**src/rtl/bitcell_bank_pkg.sv**
```systemverilog
// Shared constants for the two-requester bitcell bank arbiter.
// Holds the state encoding and the default bank geometry.
package bitcell_bank_pkg;

    localparam int DEF_WIDTH  = 8;
    localparam int DEF_DEPTH  = 4;
    localparam int DEF_ADDR_W = 2;

    localparam logic [1:0] IDLE   = 2'd0;
    localparam logic [1:0] ACCESS = 2'd1;
    localparam logic [1:0] DONE   = 2'd2;

    typedef enum logic [1:0] {
        ST_IDLE   = IDLE,
        ST_ACCESS = ACCESS,
        ST_DONE   = DONE
    } state_t;

endpackage

```
**src/rtl/bitcell_word.sv**
```systemverilog
// One bank word: a WIDTH-bit register with write enable.
// The asynchronous clear lets a bank reset land mid-access.
module bitcell_word
    import bitcell_bank_pkg::*;
#(
    parameter int WIDTH = DEF_WIDTH
) (
    input  logic             clk,
    input  logic             rst_n,
    input  logic             we,
    input  logic [WIDTH-1:0] d,
    output logic [WIDTH-1:0] q
);

    always_ff @(posedge clk or negedge rst_n) begin
        if (!rst_n) begin
            q <= '0;
        end else if (we) begin
            q <= d;
        end
    end

endmodule

```
**src/rtl/bitcell_bank_arbiter.sv**
```systemverilog
// Round-robin access controller sharing a small register bank between two
// requesters: IDLE selects a winner, ACCESS performs it, DONE acks it.
module bitcell_bank_arbiter
    import bitcell_bank_pkg::*;
#(
    parameter int WIDTH  = DEF_WIDTH,
    parameter int DEPTH  = DEF_DEPTH,
    parameter int ADDR_W = DEF_ADDR_W
) (
    input  logic              clk,
    input  logic              rst_n,
    input  logic              req0,
    input  logic              we0,
    input  logic [ADDR_W-1:0] addr0,
    input  logic [WIDTH-1:0]  wdata0,
    input  logic              req1,
    input  logic              we1,
    input  logic [ADDR_W-1:0] addr1,
    input  logic [WIDTH-1:0]  wdata1,
    output logic              gnt0,
    output logic              gnt1,
    output logic              ack0,
    output logic              ack1,
    output logic [WIDTH-1:0]  rdata,
    output logic              busy
);

    state_t             state_q;
    state_t             state_d;
    logic               take;
    logic               pick;
    logic               sel_q;
    logic               last_q;
    logic               we_q;
    logic [ADDR_W-1:0]  addr_q;
    logic [WIDTH-1:0]   wdata_q;
    logic [WIDTH-1:0]   rdata_q;
    logic [DEPTH-1:0]   word_we;
    logic [WIDTH-1:0]   word_q [DEPTH];

    // On a tie the requester that was not served last wins; otherwise whoever asks.
    always_comb begin
        pick    = (req0 && req1) ? ~last_q : req1;
        take    = 1'b0;
        state_d = state_q;
        case (state_q)
            ST_IDLE: begin
                if (req0 || req1) begin
                    take    = 1'b1;
                    state_d = ST_ACCESS;
                end
            end
            ST_ACCESS: state_d = ST_DONE;
            ST_DONE:   state_d = ST_IDLE;
            default:   state_d = ST_IDLE;
        endcase
    end

    always_ff @(posedge clk or negedge rst_n) begin
        if (!rst_n) begin
            state_q <= ST_IDLE;
            sel_q   <= 1'b0;
            last_q  <= 1'b1;
            rdata_q <= '0;
        end else begin
            state_q <= state_d;
            if (take) begin
                sel_q  <= pick;
                last_q <= pick;
            end
            if (state_q == ST_ACCESS) begin
                rdata_q <= we_q ? '0 : word_q[addr_q];
            end else if (state_q == ST_DONE) begin
                rdata_q <= '0;
            end
        end
    end

    // Operands are captured once at selection so the requester may change them afterwards.
    always_ff @(posedge clk) begin
        if (take) begin
            we_q    <= pick ? we1    : we0;
            addr_q  <= pick ? addr1  : addr0;
            wdata_q <= pick ? wdata1 : wdata0;
        end
    end

    always_comb begin
        word_we = '0;
        if (state_q == ST_ACCESS && we_q) begin
            word_we[addr_q] = 1'b1;
        end
    end

    for (genvar i = 0; i < DEPTH; i++) begin : g_word
        bitcell_word #(
            .WIDTH(WIDTH)
        ) u_word (
            .clk  (clk),
            .rst_n(rst_n),
            .we   (word_we[i]),
            .d    (wdata_q),
            .q    (word_q[i])
        );
    end

    assign gnt0  = (state_q == ST_ACCESS) && !sel_q;
    assign gnt1  = (state_q == ST_ACCESS) &&  sel_q;
    assign ack0  = (state_q == ST_DONE)   && !sel_q;
    assign ack1  = (state_q == ST_DONE)   &&  sel_q;
    assign busy  = (state_q != ST_IDLE);
    assign rdata = rdata_q;

endmodule

```
**config.mk**
```make
export PLATFORM = sky130hd
export DESIGN_NAME = bitcell_bank_arbiter
export DESIGN_NICKNAME = d
export VERILOG_FILES = /design/src/rtl/bitcell_bank_pkg.sv /design/src/rtl/bitcell_word.sv /design/src/rtl/bitcell_bank_arbiter.sv
export SDC_FILE = /design/constraint.sdc
export NUM_CORES = 1
export LEC_CHECK = 0
export ABC_CLOCK_PERIOD_IN_PS = 1650
export CORE_MARGIN = 4
export CORE_UTILIZATION = 48
export CTS_CLUSTER_DIAMETER = 60
export DETAILED_ROUTE_END_ITERATION = 10
export HOLD_SLACK_MARGIN = 0.08
export PLACE_DENSITY = 0.83
export SYNTH_ARGS = -nofsm -noshare
export SYNTH_HDL_FRONTEND = slang
export SYNTH_SLANG_ARGS = --single-unit
export TNS_END_PERCENT = 1
```
**constraint.sdc**
```tcl
create_clock -name clk -period 1.65 [get_ports clk]
set_input_delay 0.2475 -clock clk [delete_from_list [all_inputs] [get_ports clk]]
set_output_delay 0.2475 -clock clk [all_outputs]
set_load 0.01 [all_outputs]
```
==> impl_metrics.tcl <==
set metrics [dict create \
    drtIter0Drc 82 \
    hold_class "input pin to asynchronous set/reset pin" \
    wl_um 4700 \
    period_needed_ns 1.59 \
    synthCells 147 \
    path_clk_slew_ns 0.09 \
    core_mm2 0.00482 \
    finalHoldViolations 0 \
    io_buffers 38 \
    worst_pin_slew_ns 0.391 \
    powerDensity_mw_per_mm2 1640 \
    cts_tree "done" \
    grt_start_max_net_pins 45 \
    insertedDiodeCount 0 \
    drv_cap 0 \
    status "complete, no violations" \
    yosys.area.top_type "dfrtp_1" \
    crit_path_start_kind "flop" \
    ys_ff_latch 55 \
    final_cells 274 \
    synth-edff-count 11 \
    fp.dieW_um 79.2 \
    yosysTopAreaCellShare 0.443 \
    ys_warn_count 0 \
    cts_sinks 55 \
    fin_skew_ns 0.00704 \
    r2r_cells 5 \
    root_buffer "clkbuf_8" \
    dieArea_mm2 0.00626 \
    rr_startpoint "state_q[0]" \
    cts-buffers-inserted 5 \
    syn_area_per_cell_um2 16.5 \
    vias 1481 \
    rows 25 \
    worst_ir_drop_vdd_mv 0.834 \
    arrival_ns 1.79 \
    fin_tns_setup_ns 0 \
    synth_area_mm2 0.00243 \
    synthArstFlopShare 0.800 \
    grt_antenna_before_repair 0 \
    yosysMostFrequentCell "mux2_2" \
    areaGrowthSynthToFinish_pct 28.9 \
    ys_types 26 \
    grt.total_usage 0.163 \
    reg2reg_slack_ns 0.06 \
    worstSetupPathType "flop to flop" \
    overflow 0 \
    grt_first_pass_wirelength_um 7760 \
    gp_congestion 0.770 \
    r2r-end "g_word[3].u_word.q[3]" \
    setup_violations 0 \
    yosysSeqAreaShare 0.590 \
    finalCritPeriodShare 0.966 \
    wl_per_cell_um 17.1 \
    num_io_pins 39 \
    power_leakage_nw 1.35 \
    drt_first_pass_iters 4 \
    die_y_um 79.2 \
    clkLatencyLatePin_ns 0.30 \
    viasPerCell 5.41 \
    drv_slew 0 \
    dpl.cell_count 263 \
    ant_nets 0 \
    slew_headroom 0.739 \
    grt_pass1_vias 1571 \
    crit_required_ns 1.84 \
    synth_area_leaders "dfrtp_1 44%, mux2_2 20%, edfxtp_1 14%" \
    place_hpwl_um 3460 \
    htree_levels 2 \
    yosys-top-cells-count "44 x mux2_2, 43 x dfrtp_1, 11 x edfxtp_1" \
    synth-main-ff-cell "dfrtp_1" \
    rsz0062_at_grt "no" \
    route.detailed.drc 0 \
    worstPathMaxFanout 8 \
    final_layout_size_suffix_gt1_frac 0.449 \
    fmax_ghz 0.627 \
    ctsLongestPathBuffers 2 \
    fin_nets 236 \
    critPathCaptureType "flop" \
    synth_fp_nets 177 \
    floorplan.initialDensity 0.504 \
]
==> where the power goes <==
part	switching [mW]	total (mW)	leakage [nW]	internal (mW)
clock	0.416	0.717	0.0452	0.300
sequential	0.382	2.42	0.652	2.04
combinational	0.785	2.01	0.652	1.22
total	1.58	5.14	1.35	3.56
==> metrics by stage <==
step / utilization / total power, mW / instance area, um^2 / hold slack, ns / worst slack, ns
floorplan: - / 3.54 / 2430 / -0.0481 / 0.0711
global placement: 0.627 / 4.27 / 3020 / 0.236 / -0.00960
detailed placement: 0.627 / 4.43 / 3020 / 0.243 / -0.0447
CTS: 0.654 / 5.19 / 3150 / 0.457 / -0.0173
global route: 0.650 / 5.45 / 3130 / 0.469 / 0.0111
finish: 0.650 / 5.14 / 3130 / 0.445 / 0.0563
==> routing by layer <==
layer	share of wire	up-vias	track usage
li1	-	675	-
met1	0.40	762	0.191
met2	0.54	36	0.294
met3	0.039	8	0.0408
met4	0.016	0	0.0481
met5	0	-	0
==> worst max path at each step <==
| stage | startpoint | end | slack (ns) |
|---|---|---|---|
| global route | state_q[0] | g_word[3].u_word.q[7] | 0.01 |
| detailed placement | req1 | wdata_q[2] | -0.04 |
| global placement | req1 | wdata_q[4] | -0.01 |
| finish | state_q[0] | g_word[3].u_word.q[3] | 0.06 |
| CTS | state_q[1] | ack1 | -0.02 |
| floorplan | state_q[1] | g_word[0].u_word.q[0] | 0.07 |
==> registers in the layout, summed over array words and instances, names as in the netlist <==
signal / count
addr_q: 2
we_q: 1
wdata_q: 8
sel_q: 1
g_word.u_word.q: 32
state_q: 2
rdata: 8
last_q: 1
==> placed cells by master, fill, tap and decap left out, types with 4 or more instances in the layout <==
cell type        instances
clkdlybuf4s50_1         32
clkbuf_8                 5
a22o_1                   8
buf_4                   16
clkbuf_2                 4
dfrtp_1                 42
edfxtp_1                11
inv_1                    4
mux4_2                   7
mux2_2                  44
==> repair_timing <==
item	in CTS	in global routing
setup endpoints to repair	15	13
resized for setup	16	6
hold buffers	1	0
setup buffers	2	0
hold endpoints to repair	43	0
==> cell type report <==
cell class | count | area (um^2)
inverters | 5 | 18.8
clock inverters | 2 | 13.8
well taps | 67 | 83.8
repair buffers | 58 | 541
fillers | 377 | 1680
flip-flops and latches | 55 | 1430
multi-input cells | 81 | 970
clock buffers | 6 | 72.6
==> cells by family after synthesis <==
logic type / count (synthesis) / share of synthesized area
muxes: 52 / 0.280
adders and majority gates: 4 / 0.0206
buffers and inverters: 11 / 0.0221
AOI/OAI and AO/OA: 13 / 0.0448
and+or+nand+nor: 12 / 0.0432
DFF: 55 / 0.590
==> critical path, stage by stage, from the launching register on <==
cell and delay [ns]:
dfrtp_2 0.43, buf_4 0.15, ha_4 0.17, buf_4 0.15, nand4_2 0.21, mux2_2 0.37
(Power assumes the default switching activity.)
